`config.mk`:
```
export PLATFORM = sky130hd
export DESIGN_NAME = melody_sequencer
export DESIGN_NICKNAME = d
export VERILOG_FILES = /design/src/rtl/melody_pkg.sv /design/src/rtl/melody_rom.sv /design/src/rtl/melody_sequencer.sv
export SDC_FILE = /design/constraint.sdc
export NUM_CORES = 1
export LEC_CHECK = 0
export CAP_MARGIN = 20
export CORE_ASPECT_RATIO = 1.1
export CORE_MARGIN = 2
export CORE_UTILIZATION = 45
export DETAILED_ROUTE_END_ITERATION = 10
export GPL_TIMING_DRIVEN = 1
export PLACE_DENSITY = 0.75
export SETUP_SLACK_MARGIN = 0.1
export SKIP_LAST_GASP = 1
export SLEW_MARGIN = 20
export SYNTH_ARGS = -nofsm -noshare
export SYNTH_HDL_FRONTEND = slang
export SYNTH_SLANG_ARGS = --single-unit
```
`constraint.sdc`:
```
create_clock -name iCLK -period 5 [get_ports iCLK]
set_input_delay 1.5 -clock iCLK [delete_from_list [all_inputs] [get_ports iCLK]]
set_output_delay 1.5 -clock iCLK [all_outputs]
set_load 0.01 [all_outputs]
```
`src/rtl/melody_pkg.sv`:
```
// Shared state type, ROM entry layout and pitch table for the melody sequencer.
package melody_pkg;

    localparam int IDX_W     = 4;
    localparam int PERIOD_W  = 16;

    localparam int END_BIT   = 7;
    localparam int DUR_MSB   = 6;
    localparam int DUR_LSB   = 4;
    localparam int PITCH_MSB = 3;
    localparam int PITCH_LSB = 0;

    typedef enum logic [1:0] {
        IDLE,
        LOAD,
        NOTE,
        GAP
    } melodyState_t;

    // Half-periods in 50 MHz clock cycles, C5..C7 major scale (pitch codes 1..15)
    localparam logic [PERIOD_W-1:0] PITCH_TABLE [15] = '{
        16'd47778, 16'd42566, 16'd37922, 16'd35793, 16'd31888,
        16'd28409, 16'd25310, 16'd23889, 16'd21283, 16'd18961,
        16'd17897, 16'd15944, 16'd14205, 16'd12655, 16'd11945
    };

    function automatic logic [PERIOD_W-1:0] pitchHalfPeriod(input logic [3:0] pitch);
        logic [PERIOD_W-1:0] result;
        result = '0;
        if (pitch != 4'd0) begin
            result = PITCH_TABLE[pitch - 4'd1];
        end
        return result;
    endfunction

endpackage

```
`src/rtl/melody_rom.sv`:
```
// Combinational 16x8 melody ROM: {END, DUR[2:0], PITCH[3:0]} per entry.
module melody_rom
    import melody_pkg::*;
(
    input  logic [IDX_W-1:0] idx,
    output logic [7:0]       data
);

    always_comb begin
        data = 8'h00;
        case (idx)
            4'd0:    data = 8'h13;
            4'd1:    data = 8'h20;
            4'd2:    data = 8'h85;
            4'd3:    data = 8'h12;
            4'd4:    data = 8'h11;
            4'd5:    data = 8'h02;
            4'd6:    data = 8'h03;
            4'd7:    data = 8'h35;
            4'd8:    data = 8'h15;
            4'd9:    data = 8'h16;
            4'd10:   data = 8'h18;
            4'd11:   data = 8'h10;
            4'd12:   data = 8'h08;
            4'd13:   data = 8'h07;
            4'd14:   data = 8'h15;
            default: data = 8'hB8;
        endcase
    end

endmodule

```
`src/rtl/melody_sequencer.sv`:
```
// Plays the ROM melody as tone half-periods for a square-wave generator.
// Define MELODY_SEQUENCER_LOOP_EN to restart from entry 0 after the last note.
module melody_sequencer
    import melody_pkg::*;
#(
    parameter int UNIT_TICKS = 1_500_000,
    parameter int GAP_TICKS  = 300_000,
    parameter int LAST_IDX   = 15
)(
    input  logic                iCLK,
    input  logic                iRST,
    input  logic                iPLAY,
    input  logic                iSTOP,
    output logic [PERIOD_W-1:0] oHALF_PERIOD,
    output logic                oNOTE_ON,
    output logic                oBUSY,
    output logic [IDX_W-1:0]    oNOTE_IDX,
    output logic                oDONE
);

    localparam int NOTE_MAX = 8 * UNIT_TICKS;
    localparam int CNT_MAX  = (NOTE_MAX > GAP_TICKS) ? NOTE_MAX : GAP_TICKS;
    localparam int CNT_W    = $clog2(CNT_MAX + 1);

    melodyState_t         state, stateNext;
    logic [CNT_W-1:0]     cnt, cntNext;
    logic                 endFlag, endFlagNext;
    logic [PERIOD_W-1:0]  halfNext;
    logic                 noteOnNext, busyNext, doneNext;
    logic [IDX_W-1:0]     idxNext;
    logic [7:0]           romData;
    logic [3:0]           romPitch;

    melody_rom uRom (
        .idx  (oNOTE_IDX),
        .data (romData)
    );

    assign romPitch = romData[PITCH_MSB:PITCH_LSB];

    always_ff @(posedge iCLK) begin
        if (iRST) begin
            state        <= IDLE;
            cnt          <= '0;
            endFlag      <= 1'b0;
            oHALF_PERIOD <= '0;
            oNOTE_ON     <= 1'b0;
            oBUSY        <= 1'b0;
            oNOTE_IDX    <= '0;
            oDONE        <= 1'b0;
        end else begin
            state        <= stateNext;
            cnt          <= cntNext;
            endFlag      <= endFlagNext;
            oHALF_PERIOD <= halfNext;
            oNOTE_ON     <= noteOnNext;
            oBUSY        <= busyNext;
            oNOTE_IDX    <= idxNext;
            oDONE        <= doneNext;
        end
    end

    // Next-state and next-output logic; every output is registered above
    always_comb begin
        stateNext   = state;
        cntNext     = cnt;
        endFlagNext = endFlag;
        halfNext    = oHALF_PERIOD;
        noteOnNext  = oNOTE_ON;
        idxNext     = oNOTE_IDX;
        doneNext    = 1'b0;

        case (state)
            IDLE: begin
                if (iPLAY && !iSTOP) begin
                    stateNext = LOAD;
                    idxNext   = '0;
                end
            end
            LOAD: begin
                endFlagNext = romData[END_BIT];
                halfNext    = pitchHalfPeriod(romPitch);
                noteOnNext  = (romPitch != 4'd0);
                cntNext     = CNT_W'((int'(romData[DUR_MSB:DUR_LSB]) + 1) * UNIT_TICKS);
                stateNext   = NOTE;
            end
            NOTE: begin
                if (cnt == CNT_W'(1)) begin
                    stateNext  = GAP;
                    noteOnNext = 1'b0;
                    cntNext    = CNT_W'(GAP_TICKS);
                end else begin
                    cntNext = cnt - CNT_W'(1);
                end
            end
            GAP: begin
                if (cnt == CNT_W'(1)) begin
                    cntNext = '0;
                    if (endFlag || oNOTE_IDX == IDX_W'(LAST_IDX)) begin
                        doneNext = 1'b1;
                        idxNext  = '0;
`ifdef MELODY_SEQUENCER_LOOP_EN
                        stateNext = LOAD;
`else
                        stateNext = IDLE;
                        halfNext  = '0;
`endif
                    end else begin
                        stateNext = LOAD;
                        idxNext   = oNOTE_IDX + IDX_W'(1);
                    end
                end else begin
                    cntNext = cnt - CNT_W'(1);
                end
            end
            default: stateNext = IDLE;
        endcase

        // Abort overrides whatever the active state decided
        if (iSTOP && state != IDLE) begin
            stateNext   = IDLE;
            cntNext     = '0;
            endFlagNext = 1'b0;
            halfNext    = '0;
            noteOnNext  = 1'b0;
            idxNext     = '0;
            doneNext    = 1'b0;
        end

        busyNext = (stateNext != IDLE);
    end

endmodule

```
# Word level (Yosys, flattened, before mapping)
# Memory sizes are Yosys's and may differ from the RTL's. A register that Yosys moved wholly into a read port is not among the register bits.
# Index checks and enable logic that the tools add are counted.
# W data, S select, Z words.
[totals] ff_bits=50 out_inout_bits=23 rom_bits=368 n_memories=2
[memory_table] memory="(no name shown)" depth=16 word_bits=16 read_ports=1 rd_clocked_by_memory_dff=0 write_ports=0 line_no="melody_pkg.sv:31" text="result = PITCH_TABLE[pitch - 4'd1];"
[memory_table] memory="(no name shown)" depth=16 word_bits=7 read_ports=1 rd_clocked_by_memory_dff=1 write_ports=0 line_no="melody_rom.sv:11" text="case (idx)"
[classes] order_cmp=1 add_sub_neg=4 n_bitwise=3 multipliers=1 eq_ne=9 n_reduce_logical=17 n_mux=24
[op_table] op="$mux W16" count=5
[op_table] op="$pmux W24 S3" count=1
[op_table] op="$mux W24" count=2
[op_table] op="$pmux W16 S2" count=1
[op_table] op="$eq A24 B1 Y1 const B" count=1
[op_table] op="$sub A24 B1 Y24 const B" count=1
[op_table] op="$mux W4" count=5
[op_table] op="$mul A4 B16 Y19 const B" count=1
[op_table] op="$reduce_bool A2 Y1" count=5
[op_table] op="$mux W2" count=4
[op_table] op="$ne A2 B2 Y1 const B" count=4
[op_table] op="$pmux W2 S4" count=1
[op_table] op="$pmux W4 S2" count=1
[op_table] op="$reduce_and A3 Y1" count=2
[op_table] op="$ge A5 B5 Y1 const B" count=1
[op_table] op="$not A4 Y5" count=1
[op_table] op="$add A3 B1 Y4 const B" count=1
[op_table] op="$add A4 B1 Y4 const B" count=1
[op_table] op="$eq A2 B2 Y1 const B" count=2
[op_table] op="$eq A4 B4 Y1 const B" count=1
[op_table] op="$reduce_bool A4 Y1" count=1
[op_table] op="$reduce_or A4 Y1" count=1
[op_table] op="$sub A4 B1 Y4 const B" count=1
[op_table] op="$mux W1" count=3
[op_table] op="other kinds (10)" count=12

# Longest topological paths before layout
[logic_depth] ltp_word=7 mapped_depth=12 mapped_depth_nobuf=12

# By module
# From an unflattened synthesis, not the netlist that was laid out.
[hier_totals] cells_unflattened=522 hier_area_um2=4264.1
[by_module_without_submodules] mod="melody_sequencer" cells_each=496 seq_area_each_um2=1001.0 area_each_um2=4042.6 instances=1
[by_module_without_submodules] mod="melody_rom" cells_each=26 seq_area_each_um2=0.0 area_each_um2=221.5 instances=1

# Least setup slack after synthesis
# Ideal clock, no wire load.
[synth_timing] path_type="input-to-reg" from="input port iSTOP" to="register, netlist name uRom.data[2]" stages=10 path_slack_ns=1.525 setup_ns=0.120 n_path_buf=0 arrival_time_ns=3.355 t_required_ns=4.880 path_cell_list="or4b_2 > nand2_1 > a21oi_1 > a31oi_1 > nor2_1 > inv_1 > ha_1 > o21ai_0 > o211a_1 > a211o_1"
[synth_between] elab_chain_cells=6
[synth_lines] element="start, declared" line_no="melody_sequencer.sv:13" text="input logic iSTOP,"
[synth_lines] element="$logic_not A1 Y1" line_no="melody_sequencer.sv:75" text="if (iPLAY && !iSTOP) begin"
[synth_lines] element="$logic_and A1 B1 Y1" line_no="melody_sequencer.sv:75"
[synth_lines] element="$ne A2 B2 Y1 (no source line)"
[synth_lines] element="$reduce_and A3 Y1 (no source line)"
[synth_lines] element="$mux W4 (no source line)"
[synth_lines] element="$mux W4 (no source line) *"
# Mark *: on every way between the ends. The rest lies on a longest branch, timed or not.
# A chain may end at the register's enable or synchronous reset.

# Worst setup path after layout
[layout_timing] from="input port iSTOP" to="register, netlist name uRom.data[2]"
[layout_between] elab_chain_cells=6
[layout_lines] element="$logic_not A1 Y1" line_no="melody_sequencer.sv:75"
[layout_lines] element="$logic_and A1 B1 Y1" line_no="melody_sequencer.sv:75"
[layout_lines] element="$ne A2 B2 Y1 (no source line)"
[layout_lines] element="$reduce_and A3 Y1 (no source line)"
[layout_lines] element="$mux W4 (no source line)"
[layout_lines] element="$mux W4 (no source line) *"
# Marked as above.

==> impl_metrics.toml <==
[run_status]
status = "complete, no violations"

[clock_tree]
insertion_delay_ns = 0.34
cts_setup_buffers = 0
h-tree-depth = 3
cts.hold.buffers_added = 0
clkSinkCount = 57
ctsRootBufferMaster = "clkbuf_8"
clockBufferDepth = 2
cts_tree = "done"
post_cts_resized = 0
cts.reportedPaths.clkPinSlew_ns = 0.07
cts_made_buffers = 9

[logic_synthesis]
synth_area_leaders = "dfxtp_1 (31%), ha_1 (9.9%), a21oi_1 (7.9%)"
yosysTopAreaCellShare_pct = 31.23
synth_warnings = 0
async_flop_share_pct = 0
syn_nets = 493
ys.flop_type = "dfxtp_1"
synth_seq_cells = 57
ys_types = 67
synth_area_mm2 = 0.003654
synth_area_per_cell_um2 = 7.942
synth_edf_count = 0
yosysSeqAreaShare_pct = 31.23
yosysTopAreaCell = "dfxtp_1"
synthCells = 460

[drt]
dr_total_vias = 3563
first_pass_iters = 5
routed_via_density = 6.039
ant_nets = 0
wl_per_cell_um = 15.93
postRouteWirelength_um = 9398
drcViolationCount = 0
drtIter0Drc = 231

[timing]
final_max_slew_viol_count = 0
finalCriticalPeriod_ns = 3.942
final.setup.worst_slack_ns = 1.058
setup_viol = 0
finalSetupTns_ns = 0
hold_slack_ns = 0.4430
fin_crit_sh_pct = 78.84
max_clock_freq_ghz = 0.2537
maxSlewHeadroom_pct = 25.74
tightest_slew_ns = 1.106
hold_viol = 0
rsz0062_at_grt = "false"
clock-skew-final_ns = 0.01182

[floorplan]
design.die.area_mm2 = 0.008856
core_mm2 = 0.007913
die_w_um = 89.91
num_rows = 34
ios = 27
start_util_pct = 46.17
die_h_um = 98.50

[place]
gp_congestion = 0.8961
placedCellCount = 574
place_area_mm2 = 0.003976
post-dp-hpwl_um = 6726
io_buffers = 26
pre_cts_slack_ns = 0.7467

[final_layout]
n_antenna_cell = 0
areaGrowthSynthToFinish_pct = 14.11
fillCellCount = 766
fin_util_pct = 52.69
drive_above_1_share_pct = 8.714
nNetsFinal = 510
fin_cells = 590
fin_area_mm2 = 0.004169

[critical_path]
r2r-end = "uRom.data[2]"
crit_slowest_cell = "or4b_2"
cp_max_fo = 4
rr_worst_depth = 10
worstPathCellList = "clkdlybuf4s50_1 > or4b_2 > nand2_1 > a21oi_1 > a31oi_1 > nor2_1 > inv_1 > ha_1 > o21ai_0 > o211a_1 > a211o_1"
cp-start-kind = "primary input"
crit_type = "primary input to register"
arrival_ns = 4.17
worstSetupEndpointType = "register"
critPathRequiredTime_ns = 5.22
reg2reg_from = "state[1]"
max_stage_delay_ns = 0.68
reg2reg_slack_ns = 1.52

[min_path]
min_from = "uRom.data[7]"
hold_end = "endFlag"
worstHoldPathCells = 2
hold_path.class = "register to register"

[power]
totalPowerFinal_mw = 1.155
power_leakage_nw = 1.590
p_per_area_mw_per_mm2 = 277.1
vdd_drop_max_v = 0.0001826

[grt]
grt_start_max_net_pins = 37
grt_usage_pct = 21.83
grt_pass1_wl_um = 15960
grt_pass1_vias = 3334
overflow = 0
antenna_found_initial = 0

[run]
maxCapViolCount = 0
Yosys cell counts, types with 3 or more instances:
master / number
a21oi_1: 58
dfxtp_1: 57
nor2_1: 54
nand2_1: 37
ha_1: 29
clkbuf_1: 19
o21ai_0: 19
inv_1: 18
nor3_1: 17
a211oi_1: 9
a31oi_1: 9
nor4_1: 9
xnor2_1: 8
a22oi_1: 7
mux2i_1: 6
nand3_1: 6
nor2b_1: 6
o211ai_1: 6
or3_1: 5
a21o_1: 4
nand3b_1: 4
nand4_1: 4
nor3b_1: 4
o221a_2: 4
or2_2: 4
xor2_1: 4
a211o_1: 3
o22ai_1: 3
per-layer routing:
layer	part of all wire, %	track usage, %	vias up	wire length (um)
met5	0	0	-	0
met4	2.6	10.77	0	241
met3	6.6	3.211	26	619
met2	48	37.00	141	4483
met1	43	27.35	1673	4054
li1	-	-	1723	-
cell families after synthesis:
kind of cell    count (synthesis)  share of synthesized area [%]
xor+xnor                       12                          2.877
compound gates                147                          26.23
mux                             7                          2.260
simple gates                  166                          22.91
buf+inv                        42                          4.555
fa+ha+maj                      29                          9.932
flops                          57                          31.23
where the power goes:
| part | total, mW | internal (mW) | switching (mW) |
|---|---|---|---|
| sequential | 0.506 | 0.476 | 0.0307 |
| combinational | 0.224 | 0.0827 | 0.141 |
| clock | 0.425 | 0.243 | 0.182 |
| total | 1.16 | 0.801 | 0.354 |
worst max-delay path by stage:
stage | startpoint | to | slack, ns | cells after the start
after global placement | iSTOP | uRom.data[2] | 0.90 | 11
after global routing | iSTOP | uRom.data[2] | 0.93 | 11
after floorplan | iSTOP | uRom.data[2] | 1.53 | 10
final | iSTOP | uRom.data[2] | 1.06 | 11
after detailed placement | iSTOP | uRom.data[2] | 0.75 | 11
after CTS | iSTOP | uRom.data[2] | 1.09 | 11
cell type report:
class                   count  area [um^2]  area share, %
clock buffers              13        148.9          3.571
repair buffers             29        282.8          6.783
clock inverters             3        40.04         0.9604
flip-flops and latches     57         1141          27.37
inverters                  19        71.32          1.711
multi-input cells         361         2350          56.36
well taps                 108        135.1          3.241
critical path: cells and delay by family:
| kind | cells | cell delay (ns) |
|---|---|---|
| buffers and inverters | 2 | 0.57 |
| adder cells (fa/ha/maj) | 1 | 0.19 |
| AO/OA/AOI/OAI | 5 | 0.97 |
| AND/OR/NAND/NOR | 3 | 0.92 |
state kept, by name, summed over array words and instances (netlist names):
signal        flops
oNOTE_ON          1
state             2
endFlag           1
oDONE             1
oNOTE_IDX         4
uRom.data         7
oBUSY             1
cnt              24
oHALF_PERIOD     16
cell usage in the layout, fill, tap and decap left out, drive strengths merged, types with 3 or more instances in the layout:
| master | count |
|---|---|
| or3 | 5 |
| nor4 | 11 |
| inv | 19 |
| nand2 | 37 |
| nor3b | 4 |
| a31oi | 9 |
| xnor2 | 8 |
| nor2 | 55 |
| dfxtp | 57 |
| nor2b | 6 |
| o211ai | 6 |
| clkdlybuf4s50 | 26 |
| o22ai | 3 |
| nand4 | 5 |
| a211oi | 9 |
| mux2i | 6 |
| nand3b | 4 |
| o221a | 4 |
| a21oi | 59 |
| or2 | 4 |
| a211o | 4 |
| nand3 | 6 |
| a22oi | 7 |
| clkbuf | 13 |
| nor3 | 18 |
| buf | 3 |
| ha | 29 |
| xor2 | 4 |
| a21o | 4 |
| or4 | 3 |
| o21ai | 21 |
Note: power is estimated with default switching activity, not from simulation.
